===== config.mk =====
export PLATFORM = sky130hd
export DESIGN_NAME = neuron_dot_fp32
export DESIGN_NICKNAME = d
export VERILOG_FILES = /design/src/rtl/neuron_dot_fp32.sv
export SDC_FILE = /design/constraint.sdc
export NUM_CORES = 2
export LEC_CHECK = 0
export CAP_MARGIN = 5
export CORE_MARGIN = 1.5
export CORE_UTILIZATION = 51
export CTS_CLUSTER_SIZE = 8
export DETAILED_ROUTE_END_ITERATION = 10
export PLACE_DENSITY = 0.72
export SETUP_SLACK_MARGIN = 0.3
export SLEW_MARGIN = 20
export SYNTH_ARGS = -nofsm -noshare
export SYNTH_HDL_FRONTEND = slang
export SYNTH_SLANG_ARGS = --single-unit

===== constraint.sdc =====
create_clock -name clk -period 13.7 [get_ports clk]
set_clock_uncertainty 0.2 [all_clocks]
set_input_delay 2.055 -clock clk [delete_from_list [all_inputs] [get_ports clk]]
set_output_delay 2.055 -clock clk [all_outputs]
set_load 0.1 [all_outputs]

===== src/rtl/neuron_dot_fp32.sv =====
// neuron_dot_fp32: sequential fp32 dot product with bias seed, one mul and one add per pair, sticky IEEE flags.
module neuron_dot_fp32 #(
  parameter int N_INPUTS = 4,
  localparam int CNT_W = $clog2(N_INPUTS + 1)
) (
  input  logic        clk,
  input  logic        rst,
  input  logic        start,
  input  logic [31:0] bias,
  input  logic [2:0]  round_mode,
  input  logic        in_valid,
  output logic        in_ready,
  input  logic [31:0] in_x,
  input  logic [31:0] in_w,
  output logic        out_valid,
  input  logic        out_ready,
  output logic [31:0] out_z,
  output logic [4:0]  exceptions,
  output logic        busy
);
  typedef enum logic [2:0] {S_IDLE, S_LOAD, S_MUL, S_ADD, S_DONE} state_t;
  localparam logic [36:0] NAN_NV = {5'b10000, 32'h7fc00000};
  state_t             r_state;
  logic [CNT_W-1:0]   r_cnt;
  logic [31:0]        r_acc, r_prod, r_x, r_w, r_out_z;
  logic [2:0]         r_rm;
  logic [4:0]         r_flags, r_exc;
  logic               r_out_valid;
  logic [36:0]        w_mul, w_add;
  // m: 24-bit significand (leading one at bit 25), round bit, sticky; returns {NV,DZ,OF,UF,NX, z}
  function automatic logic [36:0] rnd(input logic s, input logic signed [11:0] e_in,
                                      input logic [25:0] m, input logic [2:0] rm);
    logic inc, to_inf;
    logic [24:0] mr;
    logic signed [11:0] e;
    inc = rm == 3'b000 ? m[1] & (m[0] | m[2]) :
          rm == 3'b010 ? s & (m[1] | m[0]) :
          rm == 3'b011 ? ~s & (m[1] | m[0]) :
          rm == 3'b100 ? m[1] : 1'b0;
    mr = {1'b0, m[25:2]} + {24'd0, inc};
    e = mr[24] ? e_in + 12'sd1 : e_in;
    mr = mr[24] ? mr >> 1 : mr;
    to_inf = rm == 3'b000 || rm == 3'b100 || (rm == 3'b011 && !s) || (rm == 3'b010 && s);
    if (e <= 0) return {5'b00011, s, 31'd0};
    if (e >= 255) return {5'b00101, to_inf ? {s, 8'hff, 23'd0} : {s, 8'hfe, 23'h7fffff}};
    return {4'b0000, m[1] | m[0], s, e[7:0], mr[22:0]};
  endfunction
  function automatic logic [36:0] fmul(input logic [31:0] a, input logic [31:0] b, input logic [2:0] rm);
    logic s, az, bz, ai, bi, an, bn;
    logic [47:0] p;
    logic signed [11:0] e;
    s  = a[31] ^ b[31];
    az = a[30:23] == 8'd0;
    bz = b[30:23] == 8'd0;
    ai = a[30:23] == 8'hff && a[22:0] == 23'd0;
    bi = b[30:23] == 8'hff && b[22:0] == 23'd0;
    an = a[30:23] == 8'hff && a[22:0] != 23'd0;
    bn = b[30:23] == 8'hff && b[22:0] != 23'd0;
    p = {24'd0, 1'b1, a[22:0]} * {24'd0, 1'b1, b[22:0]};
    e = 12'(a[30:23]) + 12'(b[30:23]) + 12'(p[47]) - 12'd127;
    if (an || bn || (ai && bz) || (bi && az)) return NAN_NV;
    if (ai || bi) return {5'd0, s, 8'hff, 23'd0};
    if (az || bz) return {5'd0, s, 31'd0};
    return rnd(s, e, p[47] ? {p[47:24], p[23], |p[22:0]} : {p[46:23], p[22], |p[21:0]}, rm);
  endfunction
  function automatic logic [36:0] fadd(input logic [31:0] a, input logic [31:0] b, input logic [2:0] rm);
    logic az, bz, ai, bi, an, bn, sub;
    logic [31:0] x, y;
    logic [7:0]  d;
    logic [50:0] mx, my, sm, nrm;
    logic signed [11:0] e;
    int p;
    az  = a[30:23] == 8'd0;
    bz  = b[30:23] == 8'd0;
    ai  = a[30:23] == 8'hff && a[22:0] == 23'd0;
    bi  = b[30:23] == 8'hff && b[22:0] == 23'd0;
    an  = a[30:23] == 8'hff && a[22:0] != 23'd0;
    bn  = b[30:23] == 8'hff && b[22:0] != 23'd0;
    sub = a[31] ^ b[31];
    if (an || bn || (ai && bi && sub)) return NAN_NV;
    if (ai) return {5'd0, a};
    if (bi) return {5'd0, b};
    if (az && bz) return {5'd0, (a[31] & b[31]) | (sub & (rm == 3'b010)), 31'd0};
    if (az) return {5'd0, b};
    if (bz) return {5'd0, a};
    {x, y} = a[30:0] >= b[30:0] ? {a, b} : {b, a};
    d  = x[30:23] - y[30:23];
    mx = {2'b01, x[22:0], 26'd0};
    // 26 guard bits keep alignment exact up to d=26; beyond that only stickiness matters
    my = d > 8'd26 ? 51'd1 : {2'b01, y[22:0], 26'd0} >> d;
    sm = sub ? mx - my : mx + my;
    if (sm == 51'd0) return {5'd0, rm == 3'b010, 31'd0};
    p = 0;
    for (int i = 0; i < 51; i++) p = sm[i] ? i : p;
    nrm = sm << (50 - p);
    e = 12'(x[30:23]) + 12'(p - 49);
    return rnd(x[31], e, {nrm[50:27], nrm[26], |nrm[25:0]}, rm);
  endfunction
  assign w_mul      = fmul(r_x, r_w, r_rm);
  assign w_add      = fadd(r_acc, r_prod, r_rm);
  assign in_ready   = r_state == S_LOAD;
  assign busy       = r_state != S_IDLE;
  assign out_valid  = r_out_valid;
  assign out_z      = r_out_z;
  assign exceptions = r_exc;
  always_ff @(posedge clk) begin
    if (rst) begin
      r_state     <= S_IDLE;
      r_cnt       <= '0;
      r_acc       <= '0;
      r_prod      <= '0;
      r_x         <= '0;
      r_w         <= '0;
      r_rm        <= '0;
      r_flags     <= '0;
      r_exc       <= '0;
      r_out_z     <= '0;
      r_out_valid <= 1'b0;
    end else begin
      case (r_state)
        S_IDLE: if (start) begin
          r_state <= S_LOAD;
          r_acc   <= bias;
          r_rm    <= round_mode;
          r_flags <= '0;
          r_cnt   <= '0;
        end
        S_LOAD: if (in_valid) begin
          r_x     <= in_x;
          r_w     <= in_w;
          r_state <= S_MUL;
        end
        S_MUL: begin
          r_prod  <= w_mul[31:0];
          r_flags <= r_flags | w_mul[36:32];
          r_state <= S_ADD;
        end
        S_ADD: begin
          r_acc   <= w_add[31:0];
          r_flags <= r_flags | w_add[36:32];
          r_cnt   <= r_cnt + CNT_W'(1);
          r_state <= r_cnt == CNT_W'(N_INPUTS - 1) ? S_DONE : S_LOAD;
        end
        S_DONE: if (!r_out_valid) begin
          r_out_valid <= 1'b1;
          r_out_z     <= r_acc;
          r_exc       <= r_flags;
        end else if (out_ready) begin
          r_out_valid <= 1'b0;
          r_state     <= S_IDLE;
        end
        default: r_state <= S_IDLE;
      endcase
    end
  end
endmodule

==> run metrics <==
initial antenna violation count=5; startpoint class of the critical path=register; Layout area overhead=21.7%; vias=about 47,000; Initial Util=0.514; total grt overflow=0; Core Region=0.0851 mm2; die area=approximately 0.09 mm2; vias in the first global route=~46,000; worst min path class=reg2reg; synthesized area=0.0438 mm2; #FFs+latches synth=approximately 180; Leak=about 24 nW; Routability Congestion=1.04; Critical Path Fanout Max=10; hold_buf cts=0; CP arrival=around 14 ns; Post-synth ARST share=0; Synth area leaders=fa_1, ha_1, dfxtp_1, nand2_1, inv_1; CP most frequent cell=a21oi_1; CTS Sinks=between 150 and 200; Post-synth EDFFs=0; most area-hungry cell type in the Yosys netlist=fa_1; Via density=6.26; Cell Area, Placed=0.0510 mm2; worst slew pin tran=about 1.2 ns; Post-synth top flop=dfxtp_1; Mapped Nets=~6,600; run status=finished, violations left; Worst Path Required=about 14 ns; layout cell share with drive strength beyond 1=0.191; Final ANT Viol Nets=0; Clock Path Buffers=2; Netlist cell types=141; Hold Fails Final Rpt=0; Worst setup EP type=register; H-Tree Depth=4; root buffer cell=clkbuf_16; first-pass GRT wire length=273,000 um; DRT iter0 DRCs=4,720; Post-Syn Instances=5,696; worst-skew pair later-pin latency=approximately 0.50 ns; boundary pin count=about 140; final routed DRC violation total=2; final hold slack=0.253 ns; Die Height=about 300 um; Yosys warning count=0; max-capacitance violation count=0; DP HPWL=around 150,000 um; Max transition margin=0.197; fin crit period=roughly 14 ns; row count=between 100 and 150; pin count of the biggest net entering global routing=89; RSZ-0062 raised after global routing=true; final worst slack=around 0.052 ns; VDD IR-drop max=about 0.19 mV; final setup violation count=0; Tcrit/Tclk final=0.996; Port-buffer cells=142; top cell type's share of synthesized area=0.222; setup_tns=0 ns; CTS buffer count=17; TritonRoute pass-1 iters=9; pwr dens=just over 200 mW/mm2; number of fillers in the final layout=~7,600; pre-CTS worst setup slack=-0.277 ns; classification of the worst setup path=reg2reg; Fmax=0.0733 GHz; design area=0.0533 mm2; critical path's slowest cell=or4_4; Tot GR Track Use=0.408; TritonCTS clock tree=done; sequential fraction of the synthesis area=0.0814; critical path's largest stage delay=roughly 0.6 ns; Die Wd=around 300 um; Pins Over Slew Limit=0; NumNets Final=roughly 7,200; Total Wirelength=between 150,000 and 200,000 um; DR WL/cell=approximately 24 um; violated checks=DRC; syn avg cell area=approximately 7.7 um2; Worst-path clk slew=0.10 ns
final cells by class:
cell class,instances,area [um2],area share
Tap cell,1144,1430,0.0269
Clock inverter,15,164,0.00308
Antenna cell,7,17.5,0.000329
Clock buffer,17,425,0.00798
Timing Repair Buffer,946,7780,0.146
Inverter,676,2540,0.0478
Multi-Input combinational cell,4492,37300,0.701
Sequential cell,178,3580,0.0673
report_power, final:
group | switching, mW | total (mW) | internal, mW
Sequential | 0.0471 | 0.593 | 0.546
Combinational | 5.70 | 9.59 | 3.90
Clock | 0.285 | 0.530 | 0.245
repair_timing:
action	in CTS	in global routing
pin swaps	53	53
resized for setup	115	116
buffers inserted	37	24
endpoints found under the setup margin	65	65
cloned	5	0
layout by cell type, fill, tap and decap left out, types with 34 or more instances in the layout:
cell             instances
nand2_1                837
buf_4                  766
inv_1                  664
fa_1                   484
a21oi_1                346
nor2_1                 312
ha_1                   272
and2_1                 252
o21ai_0                161
dfxtp_1                161
clkdlybuf4s50_1        141
nand3_1                119
nor3_1                 116
xnor2_1                114
a21o_1                  66
nor4_1                  58
o22ai_1                 58
a211oi_1                51
a31oi_1                 51
nand4_1                 48
o211ai_1                45
o21ai_1                 44
mux2i_1                 42
xor2_1                  40
a22o_1                  39
o21bai_1                36
and3_1                  34
critical path: cells and delay by family, from the launching register on:
kind / cells / cell delay [ns]
buf+inv: 11 / 1.35
compound gates: 37 / 7.30
mux: 1 / 0.20
simple gates: 15 / 2.77
flops: 1 / 0.34
xor+xnor: 1 / 0.15
fa+ha+maj: 6 / 1.19
metal layers:
metal / global-route usage / share of wire / vias up
li1: - / - / 20897
met1: 0.495 / 0.38 / 22745
met2: 0.671 / 0.46 / 2469
met3: 0.0660 / 0.080 / 681
met4: 0.266 / 0.077 / 2
met5: 0 / 0.000045 / -
kinds of logic (layout without fill, tap and decap cells):
kind of cell               after synthesis  in the layout  share of synthesized area
muxes                                   95             95                     0.0320
buffers and inverters                 1026           1654                     0.0938
adders and majority gates              774            774                      0.304
DFF                                    178            178                     0.0814
xor gates and xnor gates               161            161                     0.0337
other                                    1              8                  0.0000856
AOI/OAI and AO/OA                     1429           1429                      0.231
and+or+nand+nor                       2032           2032                      0.224
through the flow:
step           instances  total power [mW]  utilization
5_1_grt             7470              11.1        0.626
3_5_place_dp        7370              9.15        0.599
6_report            7475              10.7        0.626
3_3_place_gp        7370              9.19        0.599
2_1_floorplan       5696              5.30            -
4_1_cts             7444              10.1        0.617
registers in the layout (all words and copies together) (netlist names):
name	count
r_rm	3
exceptions	4
out_valid	1
out_z	32
r_flags	4
r_prod	32
r_w	32
r_cnt	3
r_x	32
r_acc	32
r_state	3
synth_stat cells, types with 34 or more instances:
cell type    n
o22ai_1     64
o211ai_1    45
inv_1      671
a22o_1      39
fa_1       485
and2_1     253
nor3_1     126
a211oi_1    56
dfxtp_1    178
a211o_1     34
nor2_1     322
buf_2       53
a31oi_1     62
xor2_1      40
nand2_1    841
o21bai_1    37
o31ai_1     34
o21ai_1     34
and3_1      39
xnor2_1    114
ha_1       289
o21ai_0    180
nand3_1    128
a22oi_1     34
nand4_1     48
a21oi_1    367
a21o_1      66
nor4_1      65
or3_1       34
mux2i_1     46
clkbuf_1   241
final timing paths:
path                                 start            end  slack [ns]  depth (start not counted)
worst min-delay path            r_flags[1]  exceptions[1]        0.25                          2
worst max-delay path            r_prod[23]      r_acc[10]        0.05                         71
worst min register to register  r_flags[1]  exceptions[1]        0.25                          2
worst max register to register  r_prod[23]      r_acc[10]        0.05                         71
Power figures use the tool's default switching activity.
